## src/rtl/spi_reg_pkg.sv

```systemverilog
// Shared types and constants for the SPI register-access controller.
package spi_reg_pkg;

  typedef enum logic [2:0] {
    IDLE,
    CMD,
    WR_DATA,
    RD_FETCH,
    RD_STREAM
  } state_t;

  localparam int DefaultWordBits = 8;
  localparam int CmdReadBit = DefaultWordBits - 1;
  localparam logic [7:0] DefaultTurnaround = 8'hA5;

endpackage

```

## src/rtl/cs_synchronizer.sv

```systemverilog
// Two-flop synchronizer for slow asynchronous SPI inputs; resets to the idle level.
module cs_synchronizer #(
  parameter logic ResetVal = 1'b1
) (
  input  logic clk,
  input  logic rst_n,
  input  logic d,
  output logic q
);

  logic meta;

  always_ff @(posedge clk or negedge rst_n) begin
    if (!rst_n) begin
      meta <= ResetVal;
      q    <= ResetVal;
    end else begin
      meta <= d;
      q    <= meta;
    end
  end

endmodule

```

## src/rtl/spi_reg_controller.sv

```systemverilog
// Frame-level controller: turns received SPI words into register accesses and
// sequences the next word to shift out (status, turnaround, read data).
module spi_reg_controller
  import spi_reg_pkg::*;
#(
  parameter int WordBits = DefaultWordBits,
  parameter int AddrBits = 7,
  parameter logic [WordBits-1:0] Turnaround = WordBits'(DefaultTurnaround)
) (
  input  logic                clk,
  input  logic                rst_n,
  input  logic                cs,
  input  logic                word_ready,
  input  logic [WordBits-1:0] data_word_received,
  output logic [WordBits-1:0] data_word_to_send,
  output logic [AddrBits-1:0] reg_addr,
  output logic [WordBits-1:0] reg_wdata,
  output logic                reg_we,
  output logic                reg_re,
  input  logic [WordBits-1:0] reg_rdata,
  input  logic [WordBits-1:0] status_word,
  output logic                frame_active
);

  localparam int ReadBit = WordBits - 1;

  state_t              state;
  state_t              next_state;
  logic                cs_s;
  logic                fetch_due;
  logic [WordBits-1:0] tx_q;

  cs_synchronizer #(.ResetVal(1'b1)) u_cs_sync (
    .clk  (clk),
    .rst_n(rst_n),
    .d    (cs),
    .q    (cs_s)
  );

  always_ff @(posedge clk or negedge rst_n) begin
    if (!rst_n) state <= IDLE;
    else        state <= next_state;
  end

  // A deselect seen in any state ends the frame, even mid-word or with a read in flight.
  always_comb begin
    next_state = state;
    if (cs_s) begin
      next_state = IDLE;
    end else begin
      case (state)
        IDLE:      next_state = CMD;
        CMD:       if (word_ready) next_state = data_word_received[ReadBit] ? RD_FETCH : WR_DATA;
        WR_DATA:   next_state = WR_DATA;
        RD_FETCH:  if (fetch_due) next_state = RD_STREAM;
        RD_STREAM: if (word_ready) next_state = RD_FETCH;
        default:   next_state = IDLE;
      endcase
    end
  end

  always_comb begin
    data_word_to_send = tx_q;
    if (state == IDLE || state == CMD) data_word_to_send = status_word;
  end

  // fetch_due marks the cycle reg_rdata answers the previous reg_re; strobes are gated by cs_s.
  always_ff @(posedge clk or negedge rst_n) begin
    if (!rst_n) begin
      reg_addr     <= '0;
      reg_wdata    <= '0;
      reg_we       <= 1'b0;
      reg_re       <= 1'b0;
      tx_q         <= '0;
      fetch_due    <= 1'b0;
      frame_active <= 1'b0;
    end else begin
      reg_we    <= 1'b0;
      reg_re    <= 1'b0;
      fetch_due <= reg_re;
      if (reg_we) reg_addr <= reg_addr + AddrBits'(1);
      if (cs_s) begin
        frame_active <= 1'b0;
      end else begin
        case (state)
          CMD: begin
            if (word_ready) begin
              reg_addr     <= data_word_received[AddrBits-1:0];
              frame_active <= 1'b1;
              if (data_word_received[ReadBit]) begin
                tx_q   <= Turnaround;
                reg_re <= 1'b1;
              end else begin
                tx_q <= '0;
              end
            end
          end
          WR_DATA: begin
            if (word_ready) begin
              reg_we    <= 1'b1;
              reg_wdata <= data_word_received;
            end
          end
          RD_FETCH: begin
            if (fetch_due) begin
              tx_q     <= reg_rdata;
              reg_addr <= reg_addr + AddrBits'(1);
            end
          end
          RD_STREAM: begin
            if (word_ready) reg_re <= 1'b1;
          end
          default: ;
        endcase
      end
    end
  end

endmodule

```

## config.mk

```make
export PLATFORM = sky130hd
export DESIGN_NAME = spi_reg_controller
export DESIGN_NICKNAME = d
export VERILOG_FILES = /design/src/rtl/spi_reg_pkg.sv /design/src/rtl/cs_synchronizer.sv /design/src/rtl/spi_reg_controller.sv
export SDC_FILE = /design/constraint.sdc
export NUM_CORES = 1
export LEC_CHECK = 0
export ABC_AREA = 1
export CORE_ASPECT_RATIO = 2
export CORE_UTILIZATION = 30
export CTS_CLUSTER_DIAMETER = 150
export DETAILED_ROUTE_END_ITERATION = 10
export GPL_TIMING_DRIVEN = 0
export MAX_ROUTING_LAYER = met4
export PLACE_DENSITY = 0.6
export RECOVER_POWER = 100
export SLEW_MARGIN = 25
export SYNTH_ARGS = -nofsm -noshare
export SYNTH_HDL_FRONTEND = slang
export SYNTH_SLANG_ARGS = --single-unit
```

## constraint.sdc

```tcl
create_clock -name clk -period 1.6 [get_ports clk]
set_clock_uncertainty 0.1 [all_clocks]
set_input_delay 0.32 -clock clk [delete_from_list [all_inputs] [get_ports clk]]
set_output_delay 0.32 -clock clk [all_outputs]
set_load 0.03 [all_outputs]
```

# Word level (Yosys, flattened, before mapping)
# Index checks and enable logic that the tools add are counted.
[op_classes]
n_addsub = 1
eq_ne = 9
n_mux = 26
n_bitwise = 1
reduce_logical = 9
[ops]
columns = ["cell", "count"]
rows = [
  ["$mux W8", 4],
  ["$mux W7", 4],
  ["$pmux W8 S2", 1],
  ["$pmux W3 S5", 1],
  ["$pmux W7 S2", 1],
  ["$mux W3", 4],
  ["$mux W1", 10],
  ["$ne A3 B2 Y1 const B", 3],
  ["$add A7 B1 Y7 const B", 1],
  ["$eq A3 B2 Y1 const B", 2],
  ["$reduce_and A3 Y1", 2],
  ["$reduce_bool A2 Y1", 3],
  ["$ne A2 B2 Y1 const B", 2],
  ["$reduce_and A4 Y1", 1],
  ["$eq A3 B1 Y1 const B", 1],
  ["$eq A3 B3 Y1 const B", 1],
  ["$logic_not A3 Y1", 1],
  ["$pmux W1 S2", 1],
  ["$reduce_and A2 Y1", 1],
  ["$logic_or A1 B1 Y1", 1],
  ["$not A1 Y1", 1],
]
[word_totals]
reg_bits = 32
input_bits = 28
output_inout_bits = 26

# Longest topological paths before layout
# Gate-level depths: netlist (run 1).
[logic_depth]
word_depth = 5
ltp_mapped = 10
ltp_nobuf = 9

# Cells and area by module
# A second synthesis (run 1) with hierarchy kept.
[unflattened]
hier_cells = 225
area_unflattened_um2 = 1689.1
[modules_own_cells]
columns = ["mod", "n_inst", "cells_each", "area_each_um2", "seq_area_each_um2"]
rows = [
  ["spi_reg_controller", 1, 223, 1636.6, 750.7],
  ["cs_synchronizer", 1, 2, 52.6, 52.6],
]

# Worst setup path after synthesis (run 1)
# Ideal clock, no wire load.
[synth_path]
kind = "register -> output"
from = "register state[1]"
to = "output data_word_to_send[0]"
arrival_ps = 1203
path_slack_ps = -23
path_stages_with_launch = 4
path_buffers = 1
cell_sequence = "dfrtp_1 > buf_6 > nor2_2 > mux2_2"
[synth_between]
elab_chain_cells = 3
[synth_lines]
columns = ["item", "line_no", "source"]
rows = [
  ["start, declared", "spi_reg_controller.sv:27", "state_t state;"],
  ["start signal, assigned", "spi_reg_controller.sv:42", "else state <= next_state;"],
  ["$eq A3 B1 Y1 or $logic_not A3 Y1 (tied branches)", "spi_reg_controller.sv:64", "if (state == IDLE || state == CMD) data_word_to_send = status_word;"],
  ["$logic_or A1 B1 Y1 *", "spi_reg_controller.sv:64", ""],
  ["$mux W8 *", "spi_reg_controller.sv:64", ""],
  ["end, declared", "spi_reg_controller.sv:15", "output logic [WordBits-1:0] data_word_to_send,"],
]
# Mark *: on every way between the ends. The rest lies on a longest branch, timed or not.

# Final worst setup path (run 1)
[layout_path]
from = "register state[1]"
to = "output data_word_to_send[5]"
# The elaborated chain is that of the path after synthesis.

==> results_dict.tcl, run 1 <==
set metrics [dict create \
    status "complete, but fails checks" \
    violations "setup timing" \
    core_area_mm2 0.005709 \
    p_per_area_mw_per_mm2 1711 \
    cp-start-kind "flip-flop" \
    cap_viol_max_count 0 \
    dp_hpwl_um 3380 \
    die_w_um 56.21 \
    grt_pass1_vias 1715 \
    clkTransAtPathRegs_ns 0.05 \
    async_flop_share_pct 100.0 \
    routed_via_density 4.747 \
    regArea_um2 805.8 \
    maxSlewViolCount 0 \
    synthCells 230 \
    setup_viol 8 \
    vias 1704 \
    yosysSeqAreaShare_pct 45.56 \
    root_buffer "clkbuf_16" \
    cts_tree "yes" \
    fin_crit_sh_pct 115.4 \
    dr.pass1.iters 4 \
    intPower_mw 2.750 \
    place_congestion 0.8666 \
    relSlewSlack_pct 55.56 \
    initial_core_util_pct 30.88 \
    n_antenna_cell 0 \
    setup_slack_ns -0.2471 \
    cp_cell_sequence "nor2_4 > buf_12 > mux2_4 > buf_6" \
    grt_max_degree 30 \
    p_sw_share_pct 40.54 \
    dp_slack_ns -0.5410 \
    multiInputGateArea_um2 912.1 \
    p_leak_nw 1.416 \
    drtAntennaViolNets 0 \
    syn_nets 259 \
    path_class "reg2out" \
    numCtsBuffers 5 \
    cp_max_fo 8 \
    synth_cell_type_count 25 \
    syn_to_final_growth_pct 53.30 \
    clk_latency_ns 0.28 \
    seqPwrFrac_pct 28.4 \
    yosys_warnings 0 \
    crit_slowest_cell "dfrtp_1" \
    grt_overflow_total 0 \
    yosys_register_bits 32 \
    cts_sinks 32 \
    syn_avg_cell_area_um2 7.665 \
    cp.required_ns 1.18 \
    pwr-share-clk_pct 23.5 \
    cp_top_family "flip-flops" \
    synth-main-ff-cell "dfrtp_1" \
    hold_ws_ns 0.2594 \
    timing.final.hold_violations 0 \
    worst-endpoint-arrival_ns 1.43 \
    die_h_um 110.4 \
    clockBufferDepth 2 \
    ios 54 \
    num_rows 39 \
    fin_crit_ns 1.847 \
    drc 0 \
    combinationalPowerShare_pct 48.1 \
    cp-end-kind "primary output" \
    p_switching_mw 1.875 \
    ir_worst_vdd_v 0.0008336 \
    numPortBuffers 53 \
    syn-cell-area_mm2 0.001763 \
    worst-path-buf-inv 2 \
    tightest_slew_ns 0.6665 \
    cpPeakStageDelay_ns 0.41 \
    antenna_found_initial 0 \
    h-tree-depth 2 \
    drive_gt1_share_pct 21.14 \
    drt-initial-drc-count 39 \
    fill_cells 575 \
    routed_wl_um 4622 \
    wl_per_cell_um 12.87 \
    synth-edff-count 0 \
    track_usage_pct 16.64 \
    holdCritPathClass "reg2reg" \
    max_freq_mhz 541.4 \
    dieArea_mm2 0.006206 \
    grt_pass1_wl_um 7824 \
    layout.nets 326 \
    rsz0062_at_grt "true" \
]
-- power groups by stage --
stage / Combinational (mW) / Clock (mW) / Sequential (mW)
floorplan: 1.02 / 0 / 1.63
global placement: 2.08 / 0 / 1.31
detailed placement: 2.11 / 0 / 1.31
CTS: 2.18 / 1.11 / 1.30
global route: 2.44 / 1.15 / 1.36
finish: 2.22 / 1.09 / 1.31
-- routing by layer --
metal / wire, um / global-route usage, % / vias to the layer above
met5: 0 / - / -
met4: 122 / 9.106 / 0
met3: 134 / 2.459 / 7
met2: 2578 / 29.05 / 46
met1: 1786 / 17.48 / 790
li1: - / - / 861
-- layout by cell type (no fill, tap or decap), types with 2 or more instances in the layout --
cell,count
a21oi_1,4
buf_12,2
buf_4,3
buf_6,9
buf_8,2
clkbuf_1,3
clkbuf_16,6
clkdlybuf4s50_1,25
dfrtp_1,28
dfrtp_2,2
dfstp_2,2
dlygate4sd2_1,16
dlygate4sd3_1,2
inv_1,18
inv_2,2
mux2_4,8
nand2_1,95
nand2_2,3
nand2_4,2
nand3_1,15
nand3_2,3
nor2_1,11
nor2_2,2
nor2_4,3
o21ai_0,9
o21ai_2,4
o22ai_1,2
xor2_1,3
-- synth_stat cells, types with 3 or more instances --
| cell | instances | area, um^2 |
|---|---|---|
| nand2_2 | 4 | 25.02 |
| dfrtp_1 | 30 | 750.7 |
| o21ai_0 | 10 | 50.05 |
| o21ai_2 | 4 | 35.03 |
| xor2_1 | 3 | 26.28 |
| nor2_1 | 14 | 52.55 |
| inv_1 | 19 | 71.32 |
| a21oi_1 | 4 | 20.02 |
| nand3_1 | 17 | 85.08 |
| nand2_1 | 96 | 360.4 |
| mux2_2 | 8 | 90.09 |
| buf_6 | 3 | 33.78 |
-- through the flow --
step	TNS [ns]	util [%]	power (mW)	std cells	instance area, um^2
2_1_floorplan	0	-	2.646	230	1768
3_3_place_gp	-23.37	41.60	3.392	344	2375
3_5_place_dp	-5.370	41.86	3.422	345	2390
4_1_cts	-2.195	46.18	4.594	357	2636
5_1_grt	-3.722	47.34	4.950	359	2703
6_report	-1.949	47.34	4.625	359	2703
-- state kept, by name, summed over array words and instances, names as in the netlist --
name and count:
fetch_due 1, frame_active 1, reg_addr 7, reg_re 1, reg_wdata 8, reg_we 1
state 3, tx_q 8, u_cs_sync.meta 1, u_cs_sync.q 1
-- cell type report --
| cell class | instances | area share (%) |
|---|---|---|
| timing repair buffer | 61 | 22.41 |
| clock inverter | 3 | 1.574 |
| buffer | 4 | 1.667 |
| clock buffer | 5 | 4.630 |
| inverter | 22 | 3.333 |
| sequential | 32 | 29.81 |
| multi-input combinational | 171 | 33.75 |
| tap | 61 | 2.824 |
-- timing repair --
item | 4_1_cts | 5_1_grt
pin swaps | 1 | 5
hold endpoints to repair | 30 | 0
gates cloned | 0 | 1
setup endpoints to repair | 27 | 34
setup buffers | 3 | 3
resized for setup | 88 | 22
hold buffers | 1 | 0
-- final timing paths --
kind,cells past startpoint,slack [ns],from,to
min reg2reg,0,0.26,u_cs_sync.meta,u_cs_sync.q
max in group asynchronous,3,0.14,rst_n,state[2]
min,0,0.26,u_cs_sync.meta,u_cs_sync.q
max,4,-0.25,state[1],data_word_to_send[5]
min in group asynchronous,2,0.30,rst_n,reg_addr[5]
max reg2reg,10,0.01,state[2],tx_q[3]
-- logic make-up (layout without fill, tap and decap cells) --
family / count (synthesis) / after routing / share of synthesized area (%)
buffers and inverters: 27 / 95 / 7.381
muxes: 8 / 8 / 5.110
and+or+nand+nor: 137 / 137 / 32.15
adders and majority gates: 1 / 1 / 0.7096
xor gates and xnor gates: 3 / 3 / 1.491
AOI/OAI and AO/OA: 22 / 22 / 7.594
DFF: 32 / 32 / 45.56
Power figures use the tool's default switching activity.
==> inputs of run 2 (changes only) <==
--- a/config.mk
+++ b/config.mk
@@ -5,16 +5,17 @@
 export SDC_FILE = /design/constraint.sdc
 export NUM_CORES = 1
 export LEC_CHECK = 0
-export ABC_AREA = 1
+export ABC_AREA = 0
 export CORE_ASPECT_RATIO = 2
 export CORE_UTILIZATION = 30
 export CTS_CLUSTER_DIAMETER = 150
 export DETAILED_ROUTE_END_ITERATION = 10
 export GPL_TIMING_DRIVEN = 0
 export MAX_ROUTING_LAYER = met4
-export PLACE_DENSITY = 0.6
+export PLACE_DENSITY = 0.62
 export RECOVER_POWER = 100
 export SLEW_MARGIN = 25
 export SYNTH_ARGS = -nofsm -noshare
 export SYNTH_HDL_FRONTEND = slang
+export SYNTH_HIERARCHICAL = 1
 export SYNTH_SLANG_ARGS = --single-unit
==> run 2 against run 1 <==
The run still ends with setup timing left. Flip-flop and latch count did not move. Design area fell by 7.6%. Clock power fell by 41%. Via count fell by 19%. Die area fell by 9.3%. Fmax fell by 6.0%. Worst hold slack got worse by 0.0012 ns. Register-to-register slack got worse by 0.08 ns. Core utilization rose by 1.3 points. Worst setup slack got worse by 0.12 ns. Total power fell by 27%. Global-route usage fell by 0.60 points.
==> results_dict.tcl, run 2 <==
set metrics [dict create \
    status "complete, but fails checks" \
    violations "setup timing" \
    numCtsBuffers 5 \
    mostFrequentLayoutCell "dfrtp_1" \
    h-tree-depth 2 \
    setup_slack_ns -0.3646 \
    cp-start-kind "flip-flop" \
    die_w_um 53.57 \
    synth_xor_area_share_pct 1.647 \
    cts_tree "yes" \
    initial_core_util_pct 31.04 \
    ys_top_cells_by_area "dfrtp_1 (47%), mux2_2 (11%), nand2_1 (4.9%)" \
    syn_to_final_growth_pct 56.55 \
    cp-end-kind "primary output" \
    cp_cell_sequence "buf_6 > nor2_4 > buf_12 > mux2_4 > buf_6" \
    dp_slack_ns -0.6422 \
    syn_nets 178 \
    crit_slowest_cell "dfrtp_1" \
    cp_max_fo 6 \
    synth_cell_type_count 42 \
    routed_via_density 4.935 \
    timing.final.hold_violations 0 \
    async_flop_share_pct 100.0 \
    seqPwrFrac_pct 37.2 \
    synth-main-ff-cell "dfrtp_1" \
    layout_common_cells "dfrtp_1 (28), clkdlybuf4s50_1 (24), nand2_1 (17), dlygate4sd2_1 (15), buf_6 (13)" \
    cap_viol_max_count 0 \
    tightest_slew_ns 0.6388 \
    synthCells 149 \
    holdCritPathClass "reg2reg" \
    synth_compound_area_share_pct 13.88 \
    antenna_found_initial 0 \
    p_switching_mw 1.308 \
    grt_pass1_wl_um 6375 \
    fin_crit_ns 1.965 \
    drt-initial-drc-count 24 \
    fin_crit_sh_pct 122.8 \
    ios 54 \
    tns_ns -3.486 \
    layout.nets 248 \
    clkTransAtPathRegs_ns 0.06 \
    setup_viol 19 \
    cts_sinks 32 \
    numPortBuffers 53 \
    maxSlewViolCount 0 \
    rsz0062_at_grt "true" \
    syn_avg_cell_area_um2 10.71 \
    grt_max_degree 22 \
    grt_pass1_vias 1347 \
    yosys_register_bits 32 \
    fill_cells 485 \
    drtAntennaViolNets 0 \
    n_antenna_cell 0 \
    vias 1372 \
    cp.required_ns 1.18 \
    clockBufferDepth 2 \
    track_usage_pct 16.04 \
    path_class "reg2out" \
    muxShareOfSynthArea_pct 12.78 \
    synth-simple-area-share_pct 17.18 \
    p_sw_share_pct 38.93 \
    p_per_area_mw_per_mm2 1345 \
    routed_wl_um 4007 \
    combinationalPowerShare_pct 43.7 \
    cp_top_family "buffers and inverters" \
    core_area_mm2 0.005139 \
    syn-cell-area_mm2 0.001595 \
    place_congestion 0.7459 \
    relSlewSlack_pct 57.41 \
    worst-endpoint-arrival_ns 1.54 \
    pwr-share-clk_pct 19.0 \
    clk_latency_ns 0.28 \
    regArea_um2 805.8 \
    synth-edff-count 0 \
    synthAdderAreaFrac_pct 0.7843 \
    wl_per_cell_um 14.41 \
    cpPeakStageDelay_ns 0.40 \
    synth_top_family_by_area "simple AND/OR/NAND/NOR gates" \
    largestRegisters "reg_wdata: 8 flops, tx_q: 8 flops, reg_addr: 7 flops" \
    root_buffer "clkbuf_8" \
    dp_hpwl_um 2918 \
    yosysMostFrequentCell "dfrtp_1" \
    ir_worst_vdd_v 0.0009196 \
    dieArea_mm2 0.005631 \
    yosys-top-cells-count "dfrtp_1 (30), nand2_1 (21), mux2_2 (15)" \
    intPower_mw 2.051 \
    drc 0 \
    max_freq_mhz 509.0 \
    worst-path-buf-inv 3 \
    drive_gt1_share_pct 33.18 \
    dr.pass1.iters 3 \
    yosys_warnings 6 \
    synth_area_leader_cell "dfrtp_1" \
    yosysSeqAreaShare_pct 50.35 \
    num_rows 37 \
    grt_overflow_total 0 \
    crit_top_cell "buf_6" \
    p_leak_nw 1.170 \
    multiInputGateArea_um2 845.8 \
    yosysTopAreaCellShare_pct 47.06 \
    die_h_um 105.1 \
]
-- run 2: area by class of cell --
cell class | instances | area share, %
Tap cell | 58 | 2.906
Inverter | 4 | 0.6012
Multi-Input combinational cell | 106 | 33.87
Timing Repair Buffer | 65 | 24.50
Buffer | 5 | 2.255
Sequential cell | 32 | 32.26
Clock buffer | 8 | 3.607
-- run 2: timing repair --
action	CTS	global route
pin swaps	2	10
hold buffers	1	0
setup endpoints to repair	48	27
cloned	0	0
endpoints found under the hold margin	11	0
buffers inserted	3	7
gates resized for setup	95	27
-- run 2: power groups by stage --
stage	Sequential, mW	Clock [mW]	Combinational, mW
after floorplan	1.58	0	0.536
after global placement	1.24	0	1.47
after detailed placement	1.25	0	1.49
after CTS	1.23	0.672	1.45
after global routing	1.29	0.695	1.58
final	1.25	0.640	1.47
-- run 2: cell families after synthesis --
group,Yosys count
flops,32
mux,18
simple gates,52
compound gates,32
xor+xnor,3
fa+ha+maj,1
buf+inv,11
-- run 2: layer usage --
layer | wire [um] | vias to the layer above | global-route usage [%]
met5 | 0 | - | -
met3 | 144 | 5 | 3.202
met2 | 2330 | 37 | 28.21
met1 | 1464 | 664 | 16.44
met4 | 68 | 0 | 6.203
li1 | - | 666 | -
-- run 2: path summary, 6_finish.rpt --
| path | from | end | slack (ns) | cells after the start |
|---|---|---|---|---|
| max | state[1] | data_word_to_send[7] | -0.36 | 5 |
| max reg2reg | u_cs_sync/q | reg_wdata[0] | -0.07 | 5 |
| max in group asynchronous | rst_n | u_cs_sync/q | 0.07 | 3 |
| min | u_cs_sync/meta | u_cs_sync/q | 0.26 | 0 |
| min in group asynchronous | rst_n | tx_q[4] | 0.47 | 2 |
| min reg2reg | u_cs_sync/meta | u_cs_sync/q | 0.26 | 0 |
-- run 2: metrics by stage --
stage          cell area [um^2]  util, %  power [mW]  hold WS [ns]  instances
4_1_cts                    2415    46.99       3.357        0.2603        273
6_report                   2497    48.60       3.359        0.2581        278
5_1_grt                    2497    48.60       3.566        0.2628        278
3_3_place_gp               2203    42.88       2.717        0.2469        260
3_5_place_dp               2226    43.32       2.738        0.1384        261
2_1_floorplan              1600        -       2.111      -0.07559        149
==> inputs of run 3 (changes only) <==
--- a/config.mk
+++ b/config.mk
@@ -6,6 +6,8 @@
 export NUM_CORES = 1
 export LEC_CHECK = 0
 export ABC_AREA = 0
+export ABC_CLOCK_PERIOD_IN_PS = 1600
+export CAP_MARGIN = 25
 export CORE_ASPECT_RATIO = 2
 export CORE_UTILIZATION = 30
 export CTS_CLUSTER_DIAMETER = 150
==> results of run 3 <==
Same layout as run 2: the final DEF is identical, and so are final timing and power.
